--- src/rtl/mpe_kernel_sequencer_if.sv ---
// Purpose: bundles the layer-controller and MPE-datapath signals of the kernel sequencer.
// Latency: none, wiring only.
// Backpressure: step_valid/step_ready handshake toward the MAC stage.
// Ports: master = sequencer side (drives taps/status); slave = controller/datapath side.
interface mpe_kernel_sequencer_if #(
  parameter int KERNEL_HEIGHT = 4,
  parameter int KERNEL_WIDTH  = 4
);
  localparam int KHW = $clog2(KERNEL_HEIGHT);
  localparam int KWW = $clog2(KERNEL_WIDTH);
  localparam int SW  = $clog2(KERNEL_HEIGHT*KERNEL_WIDTH+1);

  // layer controller side
  logic           start;
  logic           abort;
  logic [KHW:0]   cfg_kernel_height;
  logic [KWW:0]   cfg_kernel_width;
  logic [2:0]     cfg_stride;
  logic           busy;
  logic           done;
  logic           cfg_error;

  // MPE datapath side
  logic           step_valid;
  logic           step_ready;
  logic [KHW-1:0] weight_height;
  logic [KWW-1:0] weight_width;
  logic [2:0]     stride;
  logic           first_step;
  logic           last_step;
  logic [SW-1:0]  step_idx;

  modport master (
    input  start, abort, cfg_kernel_height, cfg_kernel_width, cfg_stride, step_ready,
    output step_valid, weight_height, weight_width, stride, first_step, last_step,
           step_idx, busy, done, cfg_error
  );

  modport slave (
    output start, abort, cfg_kernel_height, cfg_kernel_width, cfg_stride, step_ready,
    input  step_valid, weight_height, weight_width, stride, first_step, last_step,
           step_idx, busy, done, cfg_error
  );
endinterface

--- src/rtl/mpe_kernel_sequencer.sv ---
// Purpose: walks every kernel tap of one conv pass, presenting (row, col, stride) to the MPE mapper.
// Latency: first tap valid the cycle after start; one tap per cycle; done the cycle after the last accept.
// Backpressure: step_ready=0 freezes all tap outputs; only an accept advances the offsets.
// Ports: clock, reset_n (async active-low); bus (master modport) carries start/abort/cfg,
//        the step handshake with tap offsets, and busy/done/cfg_error status.
module mpe_kernel_sequencer #(
  parameter int KERNEL_HEIGHT = 4,
  parameter int KERNEL_WIDTH  = 4
) (
  input  logic                  clock,
  input  logic                  reset_n,
  mpe_kernel_sequencer_if.master bus
);
  localparam int KHW = $clog2(KERNEL_HEIGHT);
  localparam int KWW = $clog2(KERNEL_WIDTH);
  localparam int SW  = $clog2(KERNEL_HEIGHT*KERNEL_WIDTH+1);

  localparam logic [KHW:0] KH_MAX = (KHW+1)'(KERNEL_HEIGHT);
  localparam logic [KWW:0] KW_MAX = (KWW+1)'(KERNEL_WIDTH);
  localparam logic [KHW:0] KH_ONE = (KHW+1)'(1);
  localparam logic [KWW:0] KW_ONE = (KWW+1)'(1);

  typedef enum logic [1:0] {IDLE = 2'd0, RUN = 2'd1, DONE = 2'd2} state_t;

  state_t         state_q, state_d;
  logic [KHW:0]   kh_q, kh_d;
  logic [KWW:0]   kw_q, kw_d;
  logic [2:0]     stride_q, stride_d;
  logic [KHW-1:0] wh_q, wh_d;
  logic [KWW-1:0] ww_q, ww_d;
  logic [SW-1:0]  idx_q, idx_d;
  logic           cfg_err_q, cfg_err_d;

  logic cfg_ok;
  logic row_end;
  logic last_tap;
  logic accept;

  assign cfg_ok = (bus.cfg_kernel_height != '0) && (bus.cfg_kernel_height <= KH_MAX) &&
                  (bus.cfg_kernel_width  != '0) && (bus.cfg_kernel_width  <= KW_MAX);

  // Tap position decoded purely from registered offsets and latched size.
  assign row_end  = ({1'b0, ww_q} == (kw_q - KW_ONE));
  assign last_tap = row_end && ({1'b0, wh_q} == (kh_q - KH_ONE));
  assign accept   = (state_q == RUN) && bus.step_ready;

  always_comb begin
    state_d   = state_q;
    kh_d      = kh_q;
    kw_d      = kw_q;
    stride_d  = stride_q;
    wh_d      = wh_q;
    ww_d      = ww_q;
    idx_d     = idx_q;
    cfg_err_d = 1'b0;
    unique case (state_q)
      IDLE: begin
        if (bus.start) begin
          if (cfg_ok) begin
            kh_d     = bus.cfg_kernel_height;
            kw_d     = bus.cfg_kernel_width;
            stride_d = (bus.cfg_stride == 3'd0) ? 3'd1 : bus.cfg_stride;
            wh_d     = '0;
            ww_d     = '0;
            idx_d    = '0;
            state_d  = RUN;
          end else begin
            cfg_err_d = 1'b1;
          end
        end
      end
      RUN: begin
        // abort wins over a same-cycle accept: pass is dropped, no done.
        if (bus.abort) begin
          wh_d    = '0;
          ww_d    = '0;
          idx_d   = '0;
          state_d = IDLE;
        end else if (accept) begin
          if (last_tap) begin
            state_d = DONE;
          end else begin
            idx_d = idx_q + SW'(1);
            if (row_end) begin
              ww_d = '0;
              wh_d = wh_q + KHW'(1);
            end else begin
              ww_d = ww_q + KWW'(1);
            end
          end
        end
      end
      DONE: state_d = IDLE;
      default: state_d = IDLE;
    endcase
  end

  always_ff @(posedge clock or negedge reset_n) begin
    if (!reset_n) begin
      state_q   <= IDLE;
      kh_q      <= KH_ONE;
      kw_q      <= KW_ONE;
      stride_q  <= 3'd1;
      wh_q      <= '0;
      ww_q      <= '0;
      idx_q     <= '0;
      cfg_err_q <= 1'b0;
    end else begin
      state_q   <= state_d;
      kh_q      <= kh_d;
      kw_q      <= kw_d;
      stride_q  <= stride_d;
      wh_q      <= wh_d;
      ww_q      <= ww_d;
      idx_q     <= idx_d;
      cfg_err_q <= cfg_err_d;
    end
  end

  assign bus.step_valid    = (state_q == RUN);
  assign bus.weight_height = wh_q;
  assign bus.weight_width  = ww_q;
  assign bus.stride        = stride_q;
  assign bus.first_step    = (state_q == RUN) && (idx_q == '0);
  assign bus.last_step     = (state_q == RUN) && last_tap;
  assign bus.step_idx      = idx_q;
  assign bus.busy          = (state_q != IDLE);
  assign bus.done          = (state_q == DONE);
  assign bus.cfg_error     = cfg_err_q;
endmodule

--- src/flat_wrapper.sv ---
// flat-port wrapper written by rule: the top's interface ports become plain ports
module mpe_kernel_sequencer_flat 
#(
  parameter int KERNEL_HEIGHT = 4,
  parameter int KERNEL_WIDTH  = 4
)
  (clock, reset_n, bus_start, bus_abort, bus_cfg_kernel_height, bus_cfg_kernel_width, bus_cfg_stride, bus_step_ready, bus_step_valid, bus_weight_height, bus_weight_width, bus_stride, bus_first_step, bus_last_step, bus_step_idx, bus_busy, bus_done, bus_cfg_error);
  mpe_kernel_sequencer_if #(.KERNEL_HEIGHT(KERNEL_HEIGHT), .KERNEL_WIDTH(KERNEL_WIDTH)) bus_i ();
  input  logic clock;
  input  logic reset_n;
  input wire logic [$bits(bus_i.start)-1:0] bus_start;
  input wire logic [$bits(bus_i.abort)-1:0] bus_abort;
  input wire logic [$bits(bus_i.cfg_kernel_height)-1:0] bus_cfg_kernel_height;
  input wire logic [$bits(bus_i.cfg_kernel_width)-1:0] bus_cfg_kernel_width;
  input wire logic [$bits(bus_i.cfg_stride)-1:0] bus_cfg_stride;
  input wire logic [$bits(bus_i.step_ready)-1:0] bus_step_ready;
  output wire logic [$bits(bus_i.step_valid)-1:0] bus_step_valid;
  output wire logic [$bits(bus_i.weight_height)-1:0] bus_weight_height;
  output wire logic [$bits(bus_i.weight_width)-1:0] bus_weight_width;
  output wire logic [$bits(bus_i.stride)-1:0] bus_stride;
  output wire logic [$bits(bus_i.first_step)-1:0] bus_first_step;
  output wire logic [$bits(bus_i.last_step)-1:0] bus_last_step;
  output wire logic [$bits(bus_i.step_idx)-1:0] bus_step_idx;
  output wire logic [$bits(bus_i.busy)-1:0] bus_busy;
  output wire logic [$bits(bus_i.done)-1:0] bus_done;
  output wire logic [$bits(bus_i.cfg_error)-1:0] bus_cfg_error;
  assign bus_i.start = bus_start;
  assign bus_i.abort = bus_abort;
  assign bus_i.cfg_kernel_height = bus_cfg_kernel_height;
  assign bus_i.cfg_kernel_width = bus_cfg_kernel_width;
  assign bus_i.cfg_stride = bus_cfg_stride;
  assign bus_i.step_ready = bus_step_ready;
  assign bus_step_valid = bus_i.step_valid;
  assign bus_weight_height = bus_i.weight_height;
  assign bus_weight_width = bus_i.weight_width;
  assign bus_stride = bus_i.stride;
  assign bus_first_step = bus_i.first_step;
  assign bus_last_step = bus_i.last_step;
  assign bus_step_idx = bus_i.step_idx;
  assign bus_busy = bus_i.busy;
  assign bus_done = bus_i.done;
  assign bus_cfg_error = bus_i.cfg_error;
  mpe_kernel_sequencer #(.KERNEL_HEIGHT(KERNEL_HEIGHT), .KERNEL_WIDTH(KERNEL_WIDTH)) u_core (.clock(clock), .reset_n(reset_n), .bus(bus_i));
endmodule
--- config.mk ---
export PLATFORM = sky130hd
export DESIGN_NAME = mpe_kernel_sequencer_flat
export DESIGN_NICKNAME = d
export VERILOG_FILES = /design/src/rtl/mpe_kernel_sequencer_if.sv /design/src/rtl/mpe_kernel_sequencer.sv /design/src/flat_wrapper.sv
export SDC_FILE = /design/constraint.sdc
export NUM_CORES = 1
export LEC_CHECK = 0
export CAP_MARGIN = 20
export CORE_MARGIN = 2
export CORE_UTILIZATION = 35
export CTS_CLUSTER_SIZE = 12
export DETAILED_ROUTE_END_ITERATION = 10
export GPL_ROUTABILITY_DRIVEN = 1
export PLACE_DENSITY = 0.68
export SLEW_MARGIN = 25
export SYNTH_ARGS = -nofsm -noshare
export SYNTH_HDL_FRONTEND = slang
export SYNTH_SLANG_ARGS = --single-unit
--- constraint.sdc ---
create_clock -name clock -period 5.87 [get_ports clock]
set_clock_uncertainty 0.15 [all_clocks]
set_input_delay 0.587 -clock clock [delete_from_list [all_inputs] [get_ports clock]]
set_output_delay 0.587 -clock clock [all_outputs]
set_load 0.05 [all_outputs]
==> impl_metrics.csv <==
group,metric,value,unit
clock_network,cts_buffers,3,
layout,n_fill_cell,314,
run,cap_violations,0,
clock_network,path_clk_slew,0.12,ns
setup_path,max_stage_delay,0.81,ns
clock_network,clock_sinks,21,
sta,min_period,3.81,ns
yosys,yosys.area.top_type,"dfrtp_1",
layout,nets,169,
yosys,syn_area,1160,um^2
yosys,netlist_instances,117,
sta,hold_viol,0,
setup_path,slowest_stage,"clkdlybuf4s50_1",
global_routing,grt_pass1_wl,4350,um
yosys,yosysWarnings,0,
detailed_routing,detail-route-antenna-nets,0,
detailed_routing,drt_iter0_drc,14,
clock_network,cts_tree,"built",
setup_path,cp_max_fo,9,
layout,drive_above_1_share,12.7,%
setup_path,critPathCaptureType,"output pin",
pwr,power_frac_clock,15.4,%
global_routing,antenna_found_initial,0,
setup_path,worstPathArrival,3.07,ns
placed_design,placed_cells,190,
sta,slew_violations,0,
setup_path,cp-start-kind,"flop",
die,die_h,61.6,um
global_routing,grt_pass1_vias,936,
detailed_routing,wire_per_inst,13.5,um
detailed_routing,drc,0,
sta,grt_setup_unrepaired,"no",
yosys,synth_nets,135,
setup_path,crit_chain,"inv_1, ha_1, xnor2_1, nor3_1, nand2b_1, nor2_1, clkdlybuf4s50_1",
clock_network,worst_skew_pair.late_latency,0.31,ns
yosys,ys_seq_area_share,45.6,%
sta,tns,0,ns
pwr,power.density,303,nW/um^2
clock_network,htree_levels,1,
layout,final_cell_area,1540,um^2
yosys,synth_top_area_share,38.8,%
sta,max_freq,0.262,GHz
layout,syn2layout_area_growth,32.6,%
yosys,synth-edff-count,0,
pwr,comb_power_share,42.7,%
yosys,ys_ff_latch,21,
setup_path,required,5.13,ns
global_routing,grt_start_max_net_pins,22,
global_routing,grt_overflow,0,
placed_design,hpwl,1980,um
clock_network,post-cts-setup-buffers,0,
die,start_util,37.4,%
clock_network,cts_root_buf,"clkbuf_4",
die,coreArea,3100,um^2
yosys,synthFlopType,"dfrtp_1",
layout,fin_util,49.6,%
die,die-area,3790,um^2
clock_network,max-clock-path-buffers,2,
clock_network,holdBufCountCts,0,
die,die_w,61.6,um
pwr,p_int,281,uW
sta,min_period_over_period,64.9,%
yosys,synth_area_per_cell,9.91,um^2
pwr,switching_share,39.7,%
yosys,async_flop_share,100,%
pwr,p_leak,0.654,nW
global_routing,grt_usage,15.6,%
die,fp-row-count,20,
pwr,seqPwrFrac,41.9,%
placed_design,gp_congestion,0.806,
placed_design,placed_area,1520,um^2
detailed_routing,wl,2610,um
pwr,ir_worst_vdd,168,uV
yosys,synth.most_common_cell,"dfrtp_1",
yosys,netlist_top_cells_area,"dfrtp_1 (39%), dfstp_2 (6.8%), ha_1 (4.3%)",
min_path,min_path_type,"input port to async pin",
sta,relSlewSlack,33.9,%
yosys,synth_commonest_cells,"dfrtp_1 (18), nor2_1 (12), nand2_1 (10), inv_1 (8), o21ai_0 (6)",
yosys,ys_types,42,
die,io_pins,32,
clock_network,cts_resized,0,
detailed_routing,avgViaCountPerCell,5.15,
setup_path,worstSetupPathType,"flop to output pin",
layout,diodes,0,
run_status,outcome,"complete, no violations",
sta,finalSetupViolCount,0,
detailed_routing,vias,999,
pwr,p_switching,185,uW
placed_design,io_buffers,31,
layout,instances_no_fill,194,
detailed_routing,firstDrtPassIters,5,
sta,tightestPinTransition,0.992,ns
==> cell usage in the layout, fill, tap and decap left out, types with 2 or more instances in the layout <==
| master | n |
|---|---|
| clkdlybuf4s50_1 | 30 |
| dfrtp_1 | 18 |
| nor2_1 | 12 |
| nand2_1 | 10 |
| inv_1 | 8 |
| o21ai_0 | 6 |
| nor3_1 | 4 |
| mux2_2 | 4 |
| ha_1 | 4 |
| xor2_1 | 3 |
| xnor2_1 | 3 |
| a21oi_1 | 3 |
| a21o_1 | 3 |
| clkbuf_4 | 3 |
| dfstp_2 | 3 |
| nand2b_1 | 2 |
| or2_2 | 2 |
| nand3_1 | 2 |
| nor2b_1 | 2 |
| and2_1 | 2 |
| o22ai_1 | 2 |
| o211ai_1 | 2 |
==> critical path, delay by kind of cell, from the launching register on <==
| kind | cells | cell delay [ns] |
|---|---|---|
| simple gates | 3 | 0.92 |
| buf+inv | 2 | 0.86 |
| flops | 1 | 0.56 |
| fa+ha+maj | 1 | 0.29 |
| xor+xnor | 1 | 0.12 |
==> per-layer routing <==
layer	track usage (%)	routed length (um)	part of all wire (%)
met1	21.7	1220	47
met2	23.8	1240	47
met3	2.31	104	4.0
met4	7.29	51	2.0
met5	0	0	0
==> power groups by stage <==
stage	clock (mW)	sequential [mW]	combinational (mW)
finish	0.0716	0.196	0.199
global route	0.0802	0.199	0.216
CTS	0.0728	0.196	0.202
detailed placement	0	0.199	0.200
global placement	0	0.196	0.196
floorplan	0	0.239	0.0946
==> area by class of cell <==
type                    instances  area [um^2]  share of cell area, %
repair buffers                 31          305                   19.9
multi-input cells              86          592                   38.5
inverters                       8         30.0                   1.95
flip-flops and latches         21          529                   34.4
well taps                      44         55.1                   3.58
clock buffers                   4         26.3                   1.71
==> cell families (layout without fill, tap and decap cells) <==
logic type	Yosys count	after routing	share of synthesized area (%)
AOI/OAI and AO/OA	28	28	18.6
muxes	4	4	3.88
xor gates and xnor gates	6	6	4.53
adders and majority gates	4	4	4.32
buffers and inverters	10	43	3.34
DFF	21	21	45.6
and+or+nand+nor	44	44	19.7
==> through the flow <==
| stage | power [mW] | hold slack (ns) | worst slack, ns |
|---|---|---|---|
| final | 0.466 | 0.0615 | 2.06 |
| after global routing | 0.495 | 0.0841 | 1.80 |
| after CTS | 0.470 | 0.380 | 2.04 |
| after detailed placement | 0.399 | 0.352 | 2.40 |
| after global placement | 0.393 | 0.339 | 2.46 |
| after floorplan | 0.334 | 0.141 | 2.84 |
==> state kept, by name (all words and copies together) (netlist names) <==
register	flops
u_core.kw_q	3
u_core.kh_q	3
u_core.bus.step_idx	5
u_core.bus.weight_height	2
u_core.bus.cfg_error	1
u_core.bus.stride	3
u_core.bus.weight_width	2
u_core.state_q	2
==> worst paths after layout <==
| kind | depth (start not counted) | end | from | slack (ns) |
|---|---|---|---|---|
| max in group asynchronous | 1 | u_core.kw_q[0] | reset_n | 5.16 |
| max | 7 | bus_last_step | u_core.kw_q[0] | 2.06 |
| min in group clock | 1 | u_core.bus.stride[2] | u_core.bus.stride[2] | 0.38 |
| max reg2reg | 4 | u_core.bus.step_idx[2] | u_core.state_q[1] | 3.33 |
| min reg2reg | 1 | u_core.bus.stride[2] | u_core.bus.stride[2] | 0.38 |
| min | 1 | u_core.kh_q[1] | reset_n | 0.06 |
No activity file was read; power rests on OpenSTA's default activity.
